### config.mk
export PLATFORM = sky130hd
export DESIGN_NAME = sdram_arbiter
export DESIGN_NICKNAME = d
export VERILOG_FILES = /design/src/rtl/sdram_arbiter.sv
export SDC_FILE = /design/constraint.sdc
export NUM_CORES = 1
export LEC_CHECK = 0
export BUFFER_PORTS_ARGS = -buffer_cell sky130_fd_sc_hd__clkbuf_2
export CAP_MARGIN = 20
export CORE_AREA = 8 8 107 109
export DETAILED_ROUTE_END_ITERATION = 8
export DIE_AREA = 0 0 115 117
export GPL_ROUTABILITY_DRIVEN = 0
export PLACE_DENSITY_LB_ADDON = 0.12
export REMOVE_ABC_BUFFERS = 1
export SLEW_MARGIN = 5
export SYNTH_ARGS = -nofsm -noshare
export SYNTH_HDL_FRONTEND = slang
export SYNTH_SLANG_ARGS = --single-unit
### constraint.sdc
create_clock -name clk_clk -period 2.95 [get_ports clk_clk]
set_clock_uncertainty 0.15 [all_clocks]
set_input_delay 0.1475 -clock clk_clk [delete_from_list [all_inputs] [get_ports clk_clk]]
set_output_delay 0.1475 -clock clk_clk [all_outputs]
set_load 0.05 [all_outputs]
### src/rtl/sdram_arbiter.sv
// Round-robin arbiter sharing one SDRAM controller port between fetch (m0)
// and data (m1) masters; a tag FIFO routes pipelined read data to its owner.
module sdram_arbiter #(
   parameter int MAX_PENDING = 4,
   parameter int ADDR_W      = 25
) (
   input  logic              clk_clk,
   input  logic              reset_reset,
   input  logic [ADDR_W-1:0] m0_address,
   input  logic              m0_read,
   input  logic              m0_write,
   input  logic [31:0]       m0_writedata,
   input  logic [3:0]        m0_byteenable,
   output logic              m0_waitrequest,
   output logic [31:0]       m0_readdata,
   output logic              m0_readdatavalid,
   input  logic [ADDR_W-1:0] m1_address,
   input  logic              m1_read,
   input  logic              m1_write,
   input  logic [31:0]       m1_writedata,
   input  logic [3:0]        m1_byteenable,
   output logic              m1_waitrequest,
   output logic [31:0]       m1_readdata,
   output logic              m1_readdatavalid,
   output logic [ADDR_W-1:0] controller_address,
   output logic [3:0]        controller_byteenable_n,
   output logic              controller_chipselect,
   output logic [31:0]       controller_writedata,
   output logic              controller_read_n,
   output logic              controller_write_n,
   input  logic [31:0]       controller_readdata,
   input  logic              controller_readdatavalid,
   input  logic              controller_waitrequest
);

   localparam int PW = $clog2(MAX_PENDING);
   localparam logic [PW:0] FULL = (PW+1)'(MAX_PENDING);

   typedef enum logic {IDLE, GRANT} state_t;

   state_t state;
   logic   owner;
   logic   last;

   logic [PW-1:0]          wr_ptr;
   logic [PW-1:0]          rd_ptr;
   logic [PW:0]            count;
   logic [MAX_PENDING-1:0] tags;

   logic              req0, req1;
   logic              sel_req, sel_rd, sel_wr;
   logic [ADDR_W-1:0] sel_addr;
   logic [31:0]       sel_wdata;
   logic [3:0]        sel_be;
   logic              busy, read_blocked, issue, accept;
   logic              push, pop, head;

   assign req0 = m0_read | m0_write;
   assign req1 = m1_read | m1_write;

   // write wins when a master raises read and write together
   assign sel_req   = owner ? req1 : req0;
   assign sel_wr    = owner ? m1_write : m0_write;
   assign sel_rd    = owner ? (m1_read & ~m1_write) : (m0_read & ~m0_write);
   assign sel_addr  = owner ? m1_address : m0_address;
   assign sel_wdata = owner ? m1_writedata : m0_writedata;
   assign sel_be    = owner ? m1_byteenable : m0_byteenable;

   assign busy         = (state == GRANT);
   assign read_blocked = busy & sel_rd & (count == FULL);
   assign issue        = busy & sel_req & ~read_blocked;
   assign accept       = issue & ~controller_waitrequest;

   assign controller_chipselect   = issue;
   assign controller_read_n       = ~(issue & sel_rd);
   assign controller_write_n      = ~(issue & sel_wr);
   assign controller_byteenable_n = issue ? ~sel_be : 4'hF;
   assign controller_address      = busy ? sel_addr : '0;
   assign controller_writedata    = busy ? sel_wdata : '0;

   assign m0_waitrequest = ~(accept & ~owner);
   assign m1_waitrequest = ~(accept & owner);

   assign push = accept & sel_rd;
   assign pop  = controller_readdatavalid & (count != '0);
   assign head = tags[rd_ptr];

   assign m0_readdata      = controller_readdata;
   assign m1_readdata      = controller_readdata;
   assign m0_readdatavalid = pop & ~head;
   assign m1_readdatavalid = pop & head;

   always_ff @(posedge clk_clk or posedge reset_reset) begin
      if (reset_reset) begin
         state <= IDLE;
         owner <= 1'b0;
         last  <= 1'b1;
      end else begin
         unique case (state)
            IDLE: begin
               if (req0 | req1) begin
                  owner <= (req0 & req1) ? ~last : req1;
                  state <= GRANT;
               end
            end
            GRANT: begin
               // a dropped request also ends the grant, nothing issued
               if (accept | ~sel_req) begin
                  state <= IDLE;
                  last  <= owner;
               end
            end
         endcase
      end
   end

   always_ff @(posedge clk_clk or posedge reset_reset) begin
      if (reset_reset) begin
         wr_ptr <= '0;
         rd_ptr <= '0;
         count  <= '0;
         tags   <= '0;
      end else begin
         if (push) begin
            tags[wr_ptr] <= owner;
            wr_ptr       <= wr_ptr + 1'b1;
         end
         if (pop) begin
            rd_ptr <= rd_ptr + 1'b1;
         end
         if (push & ~pop) begin
            count <= count + 1'b1;
         end else if (pop & ~push) begin
            count <= count - 1'b1;
         end
      end
   end

endmodule

After elaboration in Yosys (flattened, before gate mapping)
Index checks and enable logic that the tools add are counted.
Widths: inputs -> output; s select.
- word-level logic and storage cells: 78
- output and inout bits: 132
- latch bits: 0
- flip-flop bits (word level): 14
- ROM bits: 0
- bits in writable memories: 0
- bits of input ports: 162
- memories kept: 0
- shift operators: 0
- $mul: 0
- bitwise logic cells: 38
- magnitude comparators: 3
- div/mod/pow operators: 0
- mux-type cells: 20
- reduce and logical (&&, ||, !) cells: 5
- eq/ne operators: 1
- add/sub/neg operators: 4
- operators with widths (cell ; count):
    $mux 32 ; 2
    $mux 25 ; 2
    $and 1x1->1 ; 18
    $not 1->1 ; 15
    $mux 1 ; 8
    $mux 4 ; 2
    $lt 2x3->1 const B ; 2
    $mux 3 ; 2
    $add 2x1->2 const B ; 2
    $bwmux 4 ; 1
    $not 4->4 ; 1
    $or 1x1->1 ; 4
    $reduce_and 2->1 ; 2
    $add 3x1->3 const B ; 1
    $eq 3x3->1 const B ; 1
    $reduce_bool 3->1 ; 1
    $sub 3x1->3 const B ; 1
    $bmux 1 s2 ; 1
    $demux 1 s2 ; 1
    $ge 2x1->1 const B ; 1
    $pmux 1 s2 ; 1
    $reduce_bool 2->1 ; 1
    $logic_and 1x1->1 ; 1

Longest topological paths before layout
Gate-level depths: netlist of run 1.
- word-level depth: 13
- mapped depth: 8
- gate-level depth less buffers: 8

Worst setup path before layout of run 1
OpenSTA, ideal clock, no wires.
- path kind: reg2reg
- start: register owner
- end: register count[2]
- arrival: 2.231 ns
- buffers on the path: 0
- slack: 0.490 ns
- required time: 2.721 ns
- cell stages (with the launch flop): 9
- path through: dfrtp_1 > or3b_4 > a221oi_4 > ha_1 > inv_1 > fa_1 > xor2_1 > nor2_1 > xor2_1
- cells in the longest elaborated chain, start to end: 10
- elaborated cells on any way between the ends: 14
- ends and longest elaborated chain (what ; RTL line ; text):
    start, declared ; 42 ; logic owner;
    start signal, assigned ; 102 ; owner <= (req0 & req1) ? ~last : req1;
    $mux 1 ; 64 ; assign sel_rd = owner ? (m1_read & ~m1_write) : (m0_read & ~m0_write);
    $and 1x1->1 (2 in a row) ; 70 ; assign read_blocked = busy & sel_rd & (count == FULL);
    $not 1->1 ; 71 ; assign issue = busy & sel_req & ~read_blocked;
    $and 1x1->1 ; 71 ;
    $and 1x1->1 ; 72 ; assign accept = issue & ~controller_waitrequest;
    $and 1x1->1 * ; 84 ; assign push = accept & sel_rd;
    via push ; 56 ; logic push, pop, head;
    $not 1->1 ; 133 ; end else if (pop & ~push) begin
    $and 1x1->1 ; 133 ;
    $reduce_bool 2->1 (no line) ; -- ;
    end signal, assigned ; 132 ; count <= count + 1'b1;
    end signal, assigned ; 134 ; count <= count - 1'b1;
    end, declared ; 47 ; logic [PW:0] count;
Mark *: on every way through the listed nets, which the timed path passes. The rest lies on a longest branch.
A chain may end at the register's enable or synchronous reset.

Final worst setup path of run 1
- start: register owner
- end: output port controller_writedata[31]
- cells in the longest elaborated chain, start to end: 2
- ends and longest elaborated chain (what ; RTL line ; text):
    $mux 32 ; 66 ; assign sel_wdata = owner ? m1_writedata : m0_writedata;
    $mux 32 ; 79 ; assign controller_writedata = busy ? sel_wdata : '0;
    end, declared ; 28 ; output logic [31:0] controller_writedata,
Every way passes these cells.

==> impl_results.html, run 1 <==
<table>
<tr><th>Metric</th><th>Value</th></tr>
<tr><th colspan="2">Clock tree</th></tr>
<tr><td>CTS clock-pin slew for the worst setup and hold paths</td><td>0.06 ns</td></tr>
<tr><td>Post-CTS setup repair buffer count</td><td>0</td></tr>
<tr><td>Clock buffer count from CTS</td><td>3</td></tr>
<tr><td>Number of buffers on the longest clock path</td><td>2</td></tr>
<tr><td>Count of cells resized by post-cts repair</td><td>0</td></tr>
<tr><td>Clk Latency, worst-skew pair</td><td>approximately 0.25 ns</td></tr>
<tr><td>Total of hold buffers inserted after clock tree synthesis</td><td>1</td></tr>
<tr><td>Sink count of the clock tree</td><td>14</td></tr>
<tr><td>Clock tree from TritonCTS</td><td>yes</td></tr>
<tr><td>H-tree lvl count</td><td>1</td></tr>
<tr><td>CTS Root Cell</td><td>sky130_fd_sc_hd__clkbuf_8</td></tr>
<tr><th colspan="2">Critical path</th></tr>
<tr><td>R2r setup slk</td><td>0.47 ns</td></tr>
<tr><td>Data arrival time at the worst-slack endpoint</td><td>2.36 ns</td></tr>
<tr><td>Critical path endpoint</td><td>controller_writedata[31]</td></tr>
<tr><td>Worst R2R Start</td><td>owner</td></tr>
<tr><td>CP Launch Type</td><td>register</td></tr>
<tr><td>CP Class</td><td>register to primary output</td></tr>
<tr><td>Register-to-Register Path Depth</td><td>8</td></tr>
<tr><td>Highest fanout seen on the critical path</td><td>39</td></tr>
<tr><td>Endpoint required time on the critical path</td><td>2.65 ns</td></tr>
<tr><td>Critical Path Sink Type</td><td>primary output</td></tr>
<tr><td>Start point of the critical path</td><td>owner</td></tr>
<tr><td>Worst flop-to-flop path endpoint</td><td>count[2]</td></tr>
<tr><th colspan="2">GRT</th></tr>
<tr><td>Pin count of the biggest net entering global routing</td><td>65</td></tr>
<tr><td>Vias in the first global route</td><td>2657</td></tr>
<tr><td>Overflow left after global routing</td><td>0</td></tr>
<tr><td>Initial antenna violation count</td><td>2</td></tr>
<tr><td>First-pass GRT wire length</td><td>around 19000 um</td></tr>
<tr><td>Aggregate global-route resource usage</td><td>20.3%</td></tr>
<tr><th colspan="2">Power and ir drop</th></tr>
<tr><td>Total Power Consumption</td><td>between 3 and 4 mW</td></tr>
<tr><td>Relative contribution of sequential cells to total power</td><td>10.4%</td></tr>
<tr><td>Switching Fraction</td><td>64.5%</td></tr>
<tr><td>Clock network fraction of design power</td><td>4.5%</td></tr>
<tr><td>Peak supply drop</td><td>between 0.5 and 0.6 mV</td></tr>
<tr><td>Power dissipated by switching net loads</td><td>2.41 mW</td></tr>
<tr><td>Combinational fraction of design power</td><td>85.1%</td></tr>
<tr><td>Cell-internal power</td><td>1.32 mW</td></tr>
<tr><td>Leak Pwr</td><td>1.78 nW</td></tr>
<tr><td>Power Dens Cells</td><td>1200 mW/mm^2</td></tr>
<tr><th colspan="2">STA</th></tr>
<tr><td>Max Slew Vio Count</td><td>0</td></tr>
<tr><td>Setup-failing EPs final</td><td>0</td></tr>
<tr><td>Setup TNS Final</td><td>0 ns</td></tr>
<tr><td>Final critical delay including setup and external delays</td><td>2.65 ns</td></tr>
<tr><td>Hold Violations, Final</td><td>0</td></tr>
<tr><td>Worst setup slack after layout</td><td>0.296 ns</td></tr>
<tr><td>Rel. slew slack</td><td>61.9%</td></tr>
<tr><td>RSZ-0062 raised after global routing</td><td>false</td></tr>
<tr><td>Period utilisation layout</td><td>90.0%</td></tr>
<tr><td>Slew of the pin with the lowest slew margin</td><td>0.572 ns</td></tr>
<tr><td>Highest clock rate</td><td>377 MHz</td></tr>
<tr><th colspan="2">Routing</th></tr>
<tr><td>Number of antenna-violating nets in the routed design</td><td>0</td></tr>
<tr><td>Post-detailed-routing wire length</td><td>14100 um</td></tr>
<tr><td>Routed wirelength normalized by instance count</td><td>between 20 and 30 um</td></tr>
<tr><td>Total number of vias</td><td>~2400</td></tr>
<tr><td>Iteration-0 DRC count of the detailed router</td><td>70</td></tr>
<tr><td>Drt first pass iters</td><td>6</td></tr>
<tr><td>Vias per std cell</td><td>4.41</td></tr>
<tr><td>Post-route DRC violation count</td><td>0</td></tr>
<tr><th colspan="2">Logic synthesis</th></tr>
<tr><td>Sequential fraction of the synthesis area</td><td>14.7%</td></tr>
<tr><td>Number of synthesized flops with an enable pin</td><td>0</td></tr>
<tr><td>Number of storage elements in the synthesis netlist</td><td>14</td></tr>
<tr><td>Number of warnings printed during yosys synthesis</td><td>0</td></tr>
<tr><td>Number of instances in the synthesized netlist</td><td>285</td></tr>
<tr><td>Unique masters post-synth</td><td>34</td></tr>
<tr><td>Mean post-synth cell area</td><td>8.41 um^2</td></tr>
<tr><td>Summed instance area of the synthesized netlist</td><td>between 0.002 and 0.0025 mm^2</td></tr>
<tr><td>Asr flop ratio synth</td><td>100%</td></tr>
<tr><td>Dominant register cell in the synthesized netlist</td><td>sky130_fd_sc_hd__dfrtp_1</td></tr>
<tr><th colspan="2">Finish</th></tr>
<tr><td>Share of layout cells above drive strength 1</td><td>52.7%</td></tr>
<tr><td>Fill cell count</td><td>approximately 1100</td></tr>
<tr><td>Layout net count</td><td>581</td></tr>
<tr><td>Number of diodes</td><td>0</td></tr>
<tr><td>Finished Layout Cells</td><td>about 550</td></tr>
<tr><td>Final core utilization</td><td>31.3%</td></tr>
<tr><td>Area growth, synth to finish</td><td>29.4%</td></tr>
<tr><th colspan="2">Place</th></tr>
<tr><td>Number of cells in the design after placement</td><td>between 500 and 600</td></tr>
<tr><td>Estimated wirelength of the detail-placed design</td><td>about 13000 um</td></tr>
<tr><td>IO Port Bufs</td><td>197</td></tr>
<tr><td>Worst setup timing slack at the placement stage</td><td>0.477 ns</td></tr>
<tr><th colspan="2">Floorplanning</th></tr>
<tr><td>Row Count</td><td>37</td></tr>
<tr><td>IO Pins</td><td>294</td></tr>
<tr><td>Vert. Die Dim</td><td>117 um</td></tr>
<tr><td>Effective utilization at floorplan</td><td>24.2%</td></tr>
<tr><td>Die area</td><td>0.0135 mm^2</td></tr>
<tr><td>Width of the die</td><td>115 um</td></tr>
<tr><td>Area of the placeable core</td><td>0.00991 mm^2</td></tr>
<tr><th colspan="2">Job</th></tr>
<tr><td>Maxcap violations</td><td>0</td></tr>
<tr><th colspan="2">Hold path</th></tr>
<tr><td>Path category of the worst min-delay check</td><td>primary input to register</td></tr>
<tr><th colspan="2">Run status</th></tr>
<tr><td>Status</td><td>finished clean</td></tr>
</table>
state kept, by name, summed over array words and instances, names as in the netlist:
name    count
tags        4
count       3
rd_ptr      2
wr_ptr      2
busy        1
last        1
owner       1
Yosys cell counts, types with 3 or more instances:
cell type                  instances  area, um^2
sky130_fd_sc_hd__buf_4            64         480
sky130_fd_sc_hd__nor2b_1          58         363
sky130_fd_sc_hd__mux2i_1          57         571
sky130_fd_sc_hd__dfrtp_1          13         325
sky130_fd_sc_hd__nand2_1          13        48.8
sky130_fd_sc_hd__clkbuf_1         10        37.5
sky130_fd_sc_hd__nor2_1           10        37.5
sky130_fd_sc_hd__inv_1             6        22.5
sky130_fd_sc_hd__mux2_2            6        67.6
sky130_fd_sc_hd__buf_2             5        25.0
sky130_fd_sc_hd__ha_1              5        62.6
sky130_fd_sc_hd__mux2_1            4        45.0
sky130_fd_sc_hd__o21ai_0           4        20.0
sky130_fd_sc_hd__nand2b_1          3        18.8
sky130_fd_sc_hd__xnor2_1           3        26.3
sky130_fd_sc_hd__xor2_1            3        26.3
cells in the final DEF (no fill, tap or decap):
cell type,instances
sky130_fd_sc_hd__o2111a_1,1
sky130_fd_sc_hd__dfrtp_1,12
sky130_fd_sc_hd__xor2_1,3
sky130_fd_sc_hd__o221ai_1,1
sky130_fd_sc_hd__or3_1,1
sky130_fd_sc_hd__nand3b_1,2
sky130_fd_sc_hd__mux4_2,1
sky130_fd_sc_hd__nand2_1,13
sky130_fd_sc_hd__or3b_4,1
sky130_fd_sc_hd__a221oi_4,1
sky130_fd_sc_hd__o31ai_1,2
sky130_fd_sc_hd__a21o_1,1
sky130_fd_sc_hd__and2_1,1
sky130_fd_sc_hd__a21oi_1,2
sky130_fd_sc_hd__clkbuf_2,197
sky130_fd_sc_hd__nand3_1,1
sky130_fd_sc_hd__nor2_1,10
sky130_fd_sc_hd__dfstp_2,1
sky130_fd_sc_hd__dfrtp_4,1
sky130_fd_sc_hd__mux2_1,4
sky130_fd_sc_hd__mux2_2,6
sky130_fd_sc_hd__o21ai_0,4
sky130_fd_sc_hd__ha_1,5
sky130_fd_sc_hd__xnor2_1,3
sky130_fd_sc_hd__inv_1,6
sky130_fd_sc_hd__o32a_1,1
sky130_fd_sc_hd__nand2b_1,3
sky130_fd_sc_hd__fa_1,1
sky130_fd_sc_hd__or3b_2,1
sky130_fd_sc_hd__and3_1,1
sky130_fd_sc_hd__dlygate4sd3_1,1
sky130_fd_sc_hd__clkbuf_1,1
sky130_fd_sc_hd__clkbuf_8,3
sky130_fd_sc_hd__buf_4,5
sky130_fd_sc_hd__nor2b_1,58
sky130_fd_sc_hd__mux2i_1,57
power by group through the flow:
stage / Sequential [mW] / Clock, mW / Combinational [mW]
after floorplan: 0.577 / 0 / 2.35
after global placement: 0.392 / 0 / 3.20
after detailed placement: 0.393 / 0 / 3.20
after CTS: 0.390 / 0.170 / 3.21
after global routing: 0.408 / 0.178 / 3.37
final: 0.389 / 0.166 / 3.17
routing by layer:
metal / wire, um / vias up / track usage (%)
li1: - / 1126 / -
met1: 5180 / 1038 / 21.4
met2: 5890 / 232 / 30.8
met3: 2820 / 13 / 17.1
met4: 55 / 6 / 1.84
met5: 121 / - / 5.86
stage by stage:
stage          cell area, um^2  hold slack, ns
4_1_cts                   3100           0.129
6_report                  3100           0.118
2_1_floorplan             1850          -0.114
5_1_grt                   3100           0.145
3_3_place_gp              3050          0.0649
3_5_place_dp              3050          0.0598
cell families (layout without fill, tap and decap cells):
group,count (synthesis),after routing,synth area share (%)
xor gates and xnor gates,6,6,2.19
adders and majority gates,6,6,3.44
muxes,68,68,29.4
AOI/OAI and AO/OA,13,13,4.54
and+or+nand+nor,92,92,22.0
DFF,14,14,14.7
buffers and inverters,86,213,23.7
critical path, stage by stage, from the launching register on:
cell and delay, ns:
sky130_fd_sc_hd__dfrtp_4 0.41, sky130_fd_sc_hd__buf_4 0.45, sky130_fd_sc_hd__buf_4 0.58, sky130_fd_sc_hd__mux2i_1 0.15, sky130_fd_sc_hd__nor2b_1 0.14, sky130_fd_sc_hd__clkbuf_2 0.32
worst min-delay path by stage:
stage | from | slack, ns | to | depth (start not counted)
finish | controller_readdatavalid | 0.12 | rd_ptr[0] | 4
global route | controller_readdata[13] | 0.15 | m1_readdata[13] | 0
CTS | controller_readdatavalid | 0.13 | rd_ptr[0] | 4
detailed placement | reset_reset | 0.06 | wr_ptr[1] | 2
global placement | reset_reset | 0.06 | wr_ptr[1] | 2
floorplan | reset_reset | -0.11 | busy | 1
final cells by class:
type / instances / area, um^2 / area share [%]
flip-flops and latches: 14 / 355 / 11.5
inverters: 6 / 22.5 / 0.726
multi-input cells: 185 / 1480 / 47.6
repair buffers: 203 / 1030 / 33.3
well taps: 136 / 170 / 5.48
clock buffers: 4 / 45.0 / 1.45
Note: power is estimated with default switching activity, not from simulation.
==> inputs of run 2 (changes only) <==
--- a/config.mk
+++ b/config.mk
@@ -7,2 +7,3 @@
 export LEC_CHECK = 0
+export ABC_CLOCK_PERIOD_IN_PS = 2950
 export BUFFER_PORTS_ARGS = -buffer_cell sky130_fd_sc_hd__clkbuf_2
--- a/constraint.sdc
+++ b/constraint.sdc
@@ -4,2 +4,2 @@
 set_output_delay 0.1475 -clock clk_clk [all_outputs]
-set_load 0.05 [all_outputs]
+set_load 0.1 [all_outputs]
==> run 2 against run 1 <==
  * Clock power grew 14%
  * Core utilization grew 0.66 points
  * Sequential share of layout area shrank 0.24 points
  * Cell area grew 2.1%
  * Setup slack lost 0.026 ns
  * Hold slack gained 0.0048 ns
  * Non-clock buffer count grew 1
  * First-iteration DRC count shrank 17%
==> impl_results.html, run 2 (synthesized netlist as in run 1, its figures left out) <==
<table>
<tr><th>Metric</th><th>Value</th></tr>
<tr><th colspan="2">Routing</th></tr>
<tr><td>Vias per std cell</td><td>roughly 4.4</td></tr>
<tr><td>Routed wirelength normalized by instance count</td><td>26.0 um</td></tr>
<tr><td>Post-detailed-routing wire length</td><td>14300 um</td></tr>
<tr><td>Drt first pass iters</td><td>4</td></tr>
<tr><td>Post-route DRC violation count</td><td>0</td></tr>
<tr><td>Number of antenna-violating nets in the routed design</td><td>0</td></tr>
<tr><td>Total number of vias</td><td>2389</td></tr>
<tr><td>Iteration-0 DRC count of the detailed router</td><td>58</td></tr>
<tr><th colspan="2">Floorplanning</th></tr>
<tr><td>Effective utilization at floorplan</td><td>24.2%</td></tr>
<tr><td>IO Pins</td><td>294</td></tr>
<tr><td>Die area</td><td>roughly 0.013 mm^2</td></tr>
<tr><td>Area of the placeable core</td><td>0.00991 mm^2</td></tr>
<tr><td>Row Count</td><td>37</td></tr>
<tr><td>Width of the die</td><td>115 um</td></tr>
<tr><td>Vert. Die Dim</td><td>117 um</td></tr>
<tr><th colspan="2">Clock tree</th></tr>
<tr><td>Total of hold buffers inserted after clock tree synthesis</td><td>1</td></tr>
<tr><td>Post-CTS setup repair buffer count</td><td>0</td></tr>
<tr><td>CTS Root Cell</td><td>sky130_fd_sc_hd__clkbuf_8</td></tr>
<tr><td>Count of cells resized by post-cts repair</td><td>0</td></tr>
<tr><td>Number of buffers on the longest clock path</td><td>2</td></tr>
<tr><td>CTS clock-pin slew for the worst setup and hold paths</td><td>0.06 ns</td></tr>
<tr><td>H-tree lvl count</td><td>1</td></tr>
<tr><td>Clock tree from TritonCTS</td><td>yes</td></tr>
<tr><td>Sink count of the clock tree</td><td>14</td></tr>
<tr><td>Clk Latency, worst-skew pair</td><td>0.24 ns</td></tr>
<tr><td>Clock buffer count from CTS</td><td>3</td></tr>
<tr><th colspan="2">GRT</th></tr>
<tr><td>Aggregate global-route resource usage</td><td>20.3%</td></tr>
<tr><td>Overflow left after global routing</td><td>0</td></tr>
<tr><td>Pin count of the biggest net entering global routing</td><td>51</td></tr>
<tr><td>Initial antenna violation count</td><td>0</td></tr>
<tr><td>First-pass GRT wire length</td><td>19100 um</td></tr>
<tr><td>Vias in the first global route</td><td>between 2000 and 3000</td></tr>
<tr><th colspan="2">Run status</th></tr>
<tr><td>Status</td><td>finished clean</td></tr>
<tr><th colspan="2">Finish</th></tr>
<tr><td>Area growth, synth to finish</td><td>32.2%</td></tr>
<tr><td>Largest registers ranked by flip-flop count</td><td>tags: 4 flops, count: 3 flops</td></tr>
<tr><td>Max reg flops</td><td>4</td></tr>
<tr><td>Number of diodes</td><td>0</td></tr>
<tr><td>Layout net count</td><td>582</td></tr>
<tr><td>Commonest cells after routing, fill and taps aside</td><td>sky130_fd_sc_hd__clkbuf_2 (178), sky130_fd_sc_hd__nor2b_1 (58), sky130_fd_sc_hd__mux2i_1 (57)</td></tr>
<tr><td>Final core utilization</td><td>32.0%</td></tr>
<tr><td>Most flop-heavy register</td><td>tags</td></tr>
<tr><td>Share of layout cells above drive strength 1</td><td>between 50% and 60%</td></tr>
<tr><td>Most common library cell in the layout ignoring fill and taps</td><td>sky130_fd_sc_hd__clkbuf_2</td></tr>
<tr><th colspan="2">STA</th></tr>
<tr><td>Rel. slew slack</td><td>about half</td></tr>
<tr><td>Highest clock rate</td><td>373 MHz</td></tr>
<tr><td>Final critical delay including setup and external delays</td><td>between 2 and 3 ns</td></tr>
<tr><td>Period utilisation layout</td><td>90.8%</td></tr>
<tr><td>Hold Violations, Final</td><td>0</td></tr>
<tr><td>Setup-failing EPs final</td><td>0</td></tr>
<tr><td>Setup TNS Final</td><td>0 ns</td></tr>
<tr><td>Max Slew Vio Count</td><td>0</td></tr>
<tr><td>RSZ-0062 raised after global routing</td><td>false</td></tr>
<tr><td>Slew of the pin with the lowest slew margin</td><td>between 0.7 and 0.8 ns</td></tr>
<tr><th colspan="2">Place</th></tr>
<tr><td>IO Port Bufs</td><td>roughly 200</td></tr>
<tr><td>Estimated wirelength of the detail-placed design</td><td>12900 um</td></tr>
<tr><th colspan="2">Critical path</th></tr>
<tr><td>CP Launch Type</td><td>register</td></tr>
<tr><td>Endpoint required time on the critical path</td><td>2.65 ns</td></tr>
<tr><td>Highest fanout seen on the critical path</td><td>50</td></tr>
<tr><td>Critical Path Sink Type</td><td>primary output</td></tr>
<tr><td>CP Class</td><td>register to primary output</td></tr>
<tr><td>Data arrival time at the worst-slack endpoint</td><td>2.38 ns</td></tr>
<tr><th colspan="2">Hold path</th></tr>
<tr><td>Path category of the worst min-delay check</td><td>primary input to register</td></tr>
<tr><th colspan="2">Job</th></tr>
<tr><td>Maxcap violations</td><td>0</td></tr>
<tr><th colspan="2">Power and ir drop</th></tr>
<tr><td>Power Dens Cells</td><td>1680 mW/mm^2</td></tr>
<tr><td>Leak Pwr</td><td>1.81 nW</td></tr>
<tr><td>Peak supply drop</td><td>0.791 mV</td></tr>
</table>
run 2: path summary, 6_finish.rpt:
path                                          start        endpoint  slack (ns)  cells after the start
max                                           owner  m1_waitrequest        0.27                      5
min                        controller_readdatavalid       rd_ptr[0]        0.12                      4
max in group asynchronous               reset_reset           owner        1.86                      3
min in group asynchronous               reset_reset           owner        0.35                      3
max reg2reg                                   owner        count[2]        0.42                      8
min reg2reg                               rd_ptr[1]       rd_ptr[1]        0.34                      1
run 2: stage by stage:
step	hold WS (ns)	setup WS, ns	std cells	power [mW]	instance area, um^2
CTS	0.118	0.250	549	5.38	3170
floorplan	-0.114	-2.07	205	4.43	1850
finish	0.123	0.270	549	5.34	3170
global placement	0.0766	0.476	544	5.16	3100
global route	0.146	0.151	549	5.55	3170
detailed placement	0.0734	0.431	544	5.17	3100
run 2: cell type report:
class | count | area (um^2)
Fill cell | 1095 | 6740
Multi-Input combinational cell | 185 | 1480
Timing Repair Buffer | 204 | 1090
Sequential cell | 14 | 355
Tap cell | 136 | 170
Clock buffer | 4 | 55.1
Inverter | 6 | 22.5
run 2: critical path: stages, from the launching register on:
cell	delay (ns)
sky130_fd_sc_hd__dfrtp_4	0.43
sky130_fd_sc_hd__buf_4	0.59
sky130_fd_sc_hd__nand2_1	0.16
sky130_fd_sc_hd__o2111a_1	0.30
sky130_fd_sc_hd__nand3_1	0.16
sky130_fd_sc_hd__clkbuf_2	0.48
run 2: power by group:
part	switching, mW	total [mW]	internal (mW)
logic	3.75	4.75	0.997
clock network	0.0711	0.189	0.118
registers	0.0978	0.398	0.300
run 2: per-layer routing:
| layer | wire length [um] | GRT usage (%) | part of all wire, % |
|---|---|---|---|
| met1 | 5300 | 21.7 | 37 |
| met2 | 5920 | 30.4 | 41 |
| met3 | 2940 | 17.2 | 21 |
| met4 | 41 | 2.10 | 0.29 |
| met5 | 79 | 5.47 | 0.55 |
==> inputs of run 3 (changes only) <==
Settings changed: PLACE_DENSITY_LB_ADDON 0.12 to 0.3.
==> run 3 against run 2 <==
  * Wire length shrank 15%
  * Critical path type unchanged
  * Clock-buffer cell count is the same
  * Non-clock buffer count shrank 1
  * Critical endpoint unchanged
  * Largest cell class unchanged
==> impl_results.html, run 3 (synthesized netlist as in run 1, its figures left out) <==
<table>
<tr><th>Metric</th><th>Value</th></tr>
<tr><th colspan="2">STA</th></tr>
<tr><td>Max Slew Vio Count</td><td>0</td></tr>
<tr><td>Setup TNS Final</td><td>0 ns</td></tr>
<tr><td>Setup-failing EPs final</td><td>0</td></tr>
<tr><td>Tightest hold margin</td><td>around 0.13 ns</td></tr>
<tr><td>Period utilisation layout</td><td>~90%</td></tr>
<tr><td>Hold Violations, Final</td><td>0</td></tr>
<tr><td>Rel. slew slack</td><td>55.4%</td></tr>
<tr><td>Final critical delay including setup and external delays</td><td>2.65 ns</td></tr>
<tr><td>Slew of the pin with the lowest slew margin</td><td>0.669 ns</td></tr>
<tr><td>RSZ-0062 raised after global routing</td><td>false</td></tr>
<tr><td>Highest clock rate</td><td>377 MHz</td></tr>
<tr><th colspan="2">Floorplanning</th></tr>
<tr><td>Row Count</td><td>37</td></tr>
<tr><td>IO Pins</td><td>a little under 300</td></tr>
<tr><td>Width of the die</td><td>between 100 and 150 um</td></tr>
<tr><td>Area of the placeable core</td><td>0.00991 mm^2</td></tr>
<tr><td>Effective utilization at floorplan</td><td>24.2%</td></tr>
<tr><td>Vert. Die Dim</td><td>117 um</td></tr>
<tr><td>Die area</td><td>0.0135 mm^2</td></tr>
<tr><th colspan="2">Critical path</th></tr>
<tr><td>CP Launch Type</td><td>register</td></tr>
<tr><td>Data arrival time at the worst-slack endpoint</td><td>2.35 ns</td></tr>
<tr><td>Endpoint required time on the critical path</td><td>2.65 ns</td></tr>
<tr><td>Critical Path Sink Type</td><td>primary output</td></tr>
<tr><td>Highest fanout seen on the critical path</td><td>8</td></tr>
<tr><td>CP Class</td><td>register to primary output</td></tr>
<tr><th colspan="2">Finish</th></tr>
<tr><td>Area growth, synth to finish</td><td>30.0%</td></tr>
<tr><td>Fill cell count</td><td>1101</td></tr>
<tr><td>Layout net count</td><td>581</td></tr>
<tr><td>Most common library cell in the layout ignoring fill and taps</td><td>sky130_fd_sc_hd__clkbuf_2</td></tr>
<tr><td>Commonest cells after routing, fill and taps aside</td><td>sky130_fd_sc_hd__clkbuf_2 (196), sky130_fd_sc_hd__nor2b_1 (58), sky130_fd_sc_hd__mux2i_1 (57)</td></tr>
<tr><td>Largest registers ranked by flip-flop count</td><td>tags: 4 flops, count: 3 flops</td></tr>
<tr><td>Share of layout cells above drive strength 1</td><td>52.9%</td></tr>
<tr><td>Most flop-heavy register</td><td>tags</td></tr>
<tr><td>Number of diodes</td><td>0</td></tr>
<tr><td>Finished Layout Cells</td><td>548</td></tr>
<tr><td>Max reg flops</td><td>4</td></tr>
<tr><th colspan="2">Job</th></tr>
<tr><td>Maxcap violations</td><td>0</td></tr>
<tr><th colspan="2">GRT</th></tr>
<tr><td>Pin count of the biggest net entering global routing</td><td>65</td></tr>
<tr><td>Initial antenna violation count</td><td>1</td></tr>
<tr><td>Aggregate global-route resource usage</td><td>17.3%</td></tr>
<tr><td>Vias in the first global route</td><td>2676</td></tr>
<tr><td>First-pass GRT wire length</td><td>16800 um</td></tr>
<tr><td>Overflow left after global routing</td><td>0</td></tr>
<tr><th colspan="2">Clock tree</th></tr>
<tr><td>Clock tree from TritonCTS</td><td>yes</td></tr>
<tr><td>Count of cells resized by post-cts repair</td><td>0</td></tr>
<tr><td>CTS Root Cell</td><td>sky130_fd_sc_hd__clkbuf_8</td></tr>
<tr><td>Clk Latency, worst-skew pair</td><td>0.24 ns</td></tr>
<tr><td>Sink count of the clock tree</td><td>14</td></tr>
<tr><td>Number of buffers on the longest clock path</td><td>2</td></tr>
<tr><td>CTS clock-pin slew for the worst setup and hold paths</td><td>~0.060 ns</td></tr>
<tr><td>Clock buffer count from CTS</td><td>3</td></tr>
<tr><td>H-tree lvl count</td><td>1</td></tr>
<tr><th colspan="2">Run status</th></tr>
<tr><td>Status</td><td>finished clean</td></tr>
<tr><th colspan="2">Routing</th></tr>
<tr><td>Iteration-0 DRC count of the detailed router</td><td>61</td></tr>
<tr><td>Total number of vias</td><td>approximately 2400</td></tr>
<tr><td>Met3 wire length</td><td>2240 um</td></tr>
<tr><td>Highest signal layer in the routed design</td><td>met5</td></tr>
<tr><td>Total length of routed met2 wires</td><td>5100 um</td></tr>
<tr><td>Routed wirelength normalized by instance count</td><td>between 20 and 25 um</td></tr>
<tr><td>Drt first pass iters</td><td>4</td></tr>
<tr><td>Post-route DRC violation count</td><td>0</td></tr>
<tr><td>Vias per std cell</td><td>approximately 4.4</td></tr>
<tr><td>Sum of routed wire segments on met1</td><td>~4600 um</td></tr>
<tr><td>Post-detailed-routing wire length</td><td>12200 um</td></tr>
<tr><td>Number of antenna-violating nets in the routed design</td><td>0</td></tr>
<tr><th colspan="2">Place</th></tr>
<tr><td>Number of cells in the design after placement</td><td>543</td></tr>
<tr><td>Estimated wirelength of the detail-placed design</td><td>11000 um</td></tr>
<tr><td>IO Port Bufs</td><td>just under 200</td></tr>
<tr><th colspan="2">Hold path</th></tr>
<tr><td>Path category of the worst min-delay check</td><td>primary input to register</td></tr>
</table>
==> run 3: cell types whose count changed in the layout (fill, tap and decap cells not counted) <==
cell	change
sky130_fd_sc_hd__clkbuf_2	+18
sky130_fd_sc_hd__buf_4	-19
==> run 3: worst paths after layout <==
path | startpoint | endpoint | slack [ns] | cells after the start
max in group asynchronous | reset_reset | owner | 1.93 | 3
worst max-delay path | owner | m1_waitrequest | 0.30 | 5
worst max register to register | owner | count[2] | 0.43 | 8
worst min-delay path | controller_readdatavalid | rd_ptr[0] | 0.13 | 4
worst min register to register | tags[1] | tags[1] | 0.34 | 1
min in group asynchronous | reset_reset | wr_ptr[1] | 0.33 | 3
==> run 3: what timing repair did <==
| item | 4_1_cts | 5_1_grt |
|---|---|---|
| hold endpoints to repair | 13 | 0 |
| hold buffers | 1 | 0 |
| buffers inserted | 0 | 0 |
==> run 3: layer usage <==
metal,vias up,global-route usage (%)
li1,1129,-
met1,1059,18.9
met2,184,25.7
met3,8,13.3
met4,4,3.24
met5,-,5.86
==> run 3: per-stage QoR <==
step / utilization, % / cell area (um^2) / worst slack [ns]
2_1_floorplan: - / 1850 / -2.07
3_3_place_gp: 30.8 / 3050 / 0.469
3_5_place_dp: 30.8 / 3050 / 0.447
4_1_cts: 31.4 / 3120 / 0.285
5_1_grt: 31.4 / 3120 / 0.167
6_report: 31.4 / 3120 / 0.299
==> run 3: final cells by class <==
class | count | area (um^2) | share of cell area, %
inverter | 6 | 22.5 | 0.723
tap | 136 | 170 | 5.46
multi-input combinational | 185 | 1480 | 47.4
timing repair buffer | 203 | 1040 | 33.3
clock buffer | 4 | 55.1 | 1.77
sequential | 14 | 355 | 11.4
==> run 3: worst max-delay path, cell delays in order, from the launching register on <==
cell and delay, ns:
sky130_fd_sc_hd__dfrtp_4 0.49, sky130_fd_sc_hd__or3b_4 0.43, sky130_fd_sc_hd__and2_1 0.19, sky130_fd_sc_hd__o2111a_1 0.37
sky130_fd_sc_hd__nand3_1 0.15, sky130_fd_sc_hd__clkbuf_2 0.49
Power of run 3 is not shown: default switching activity piles up to over one toggle a cycle in this logic, so the estimate is an artifact.
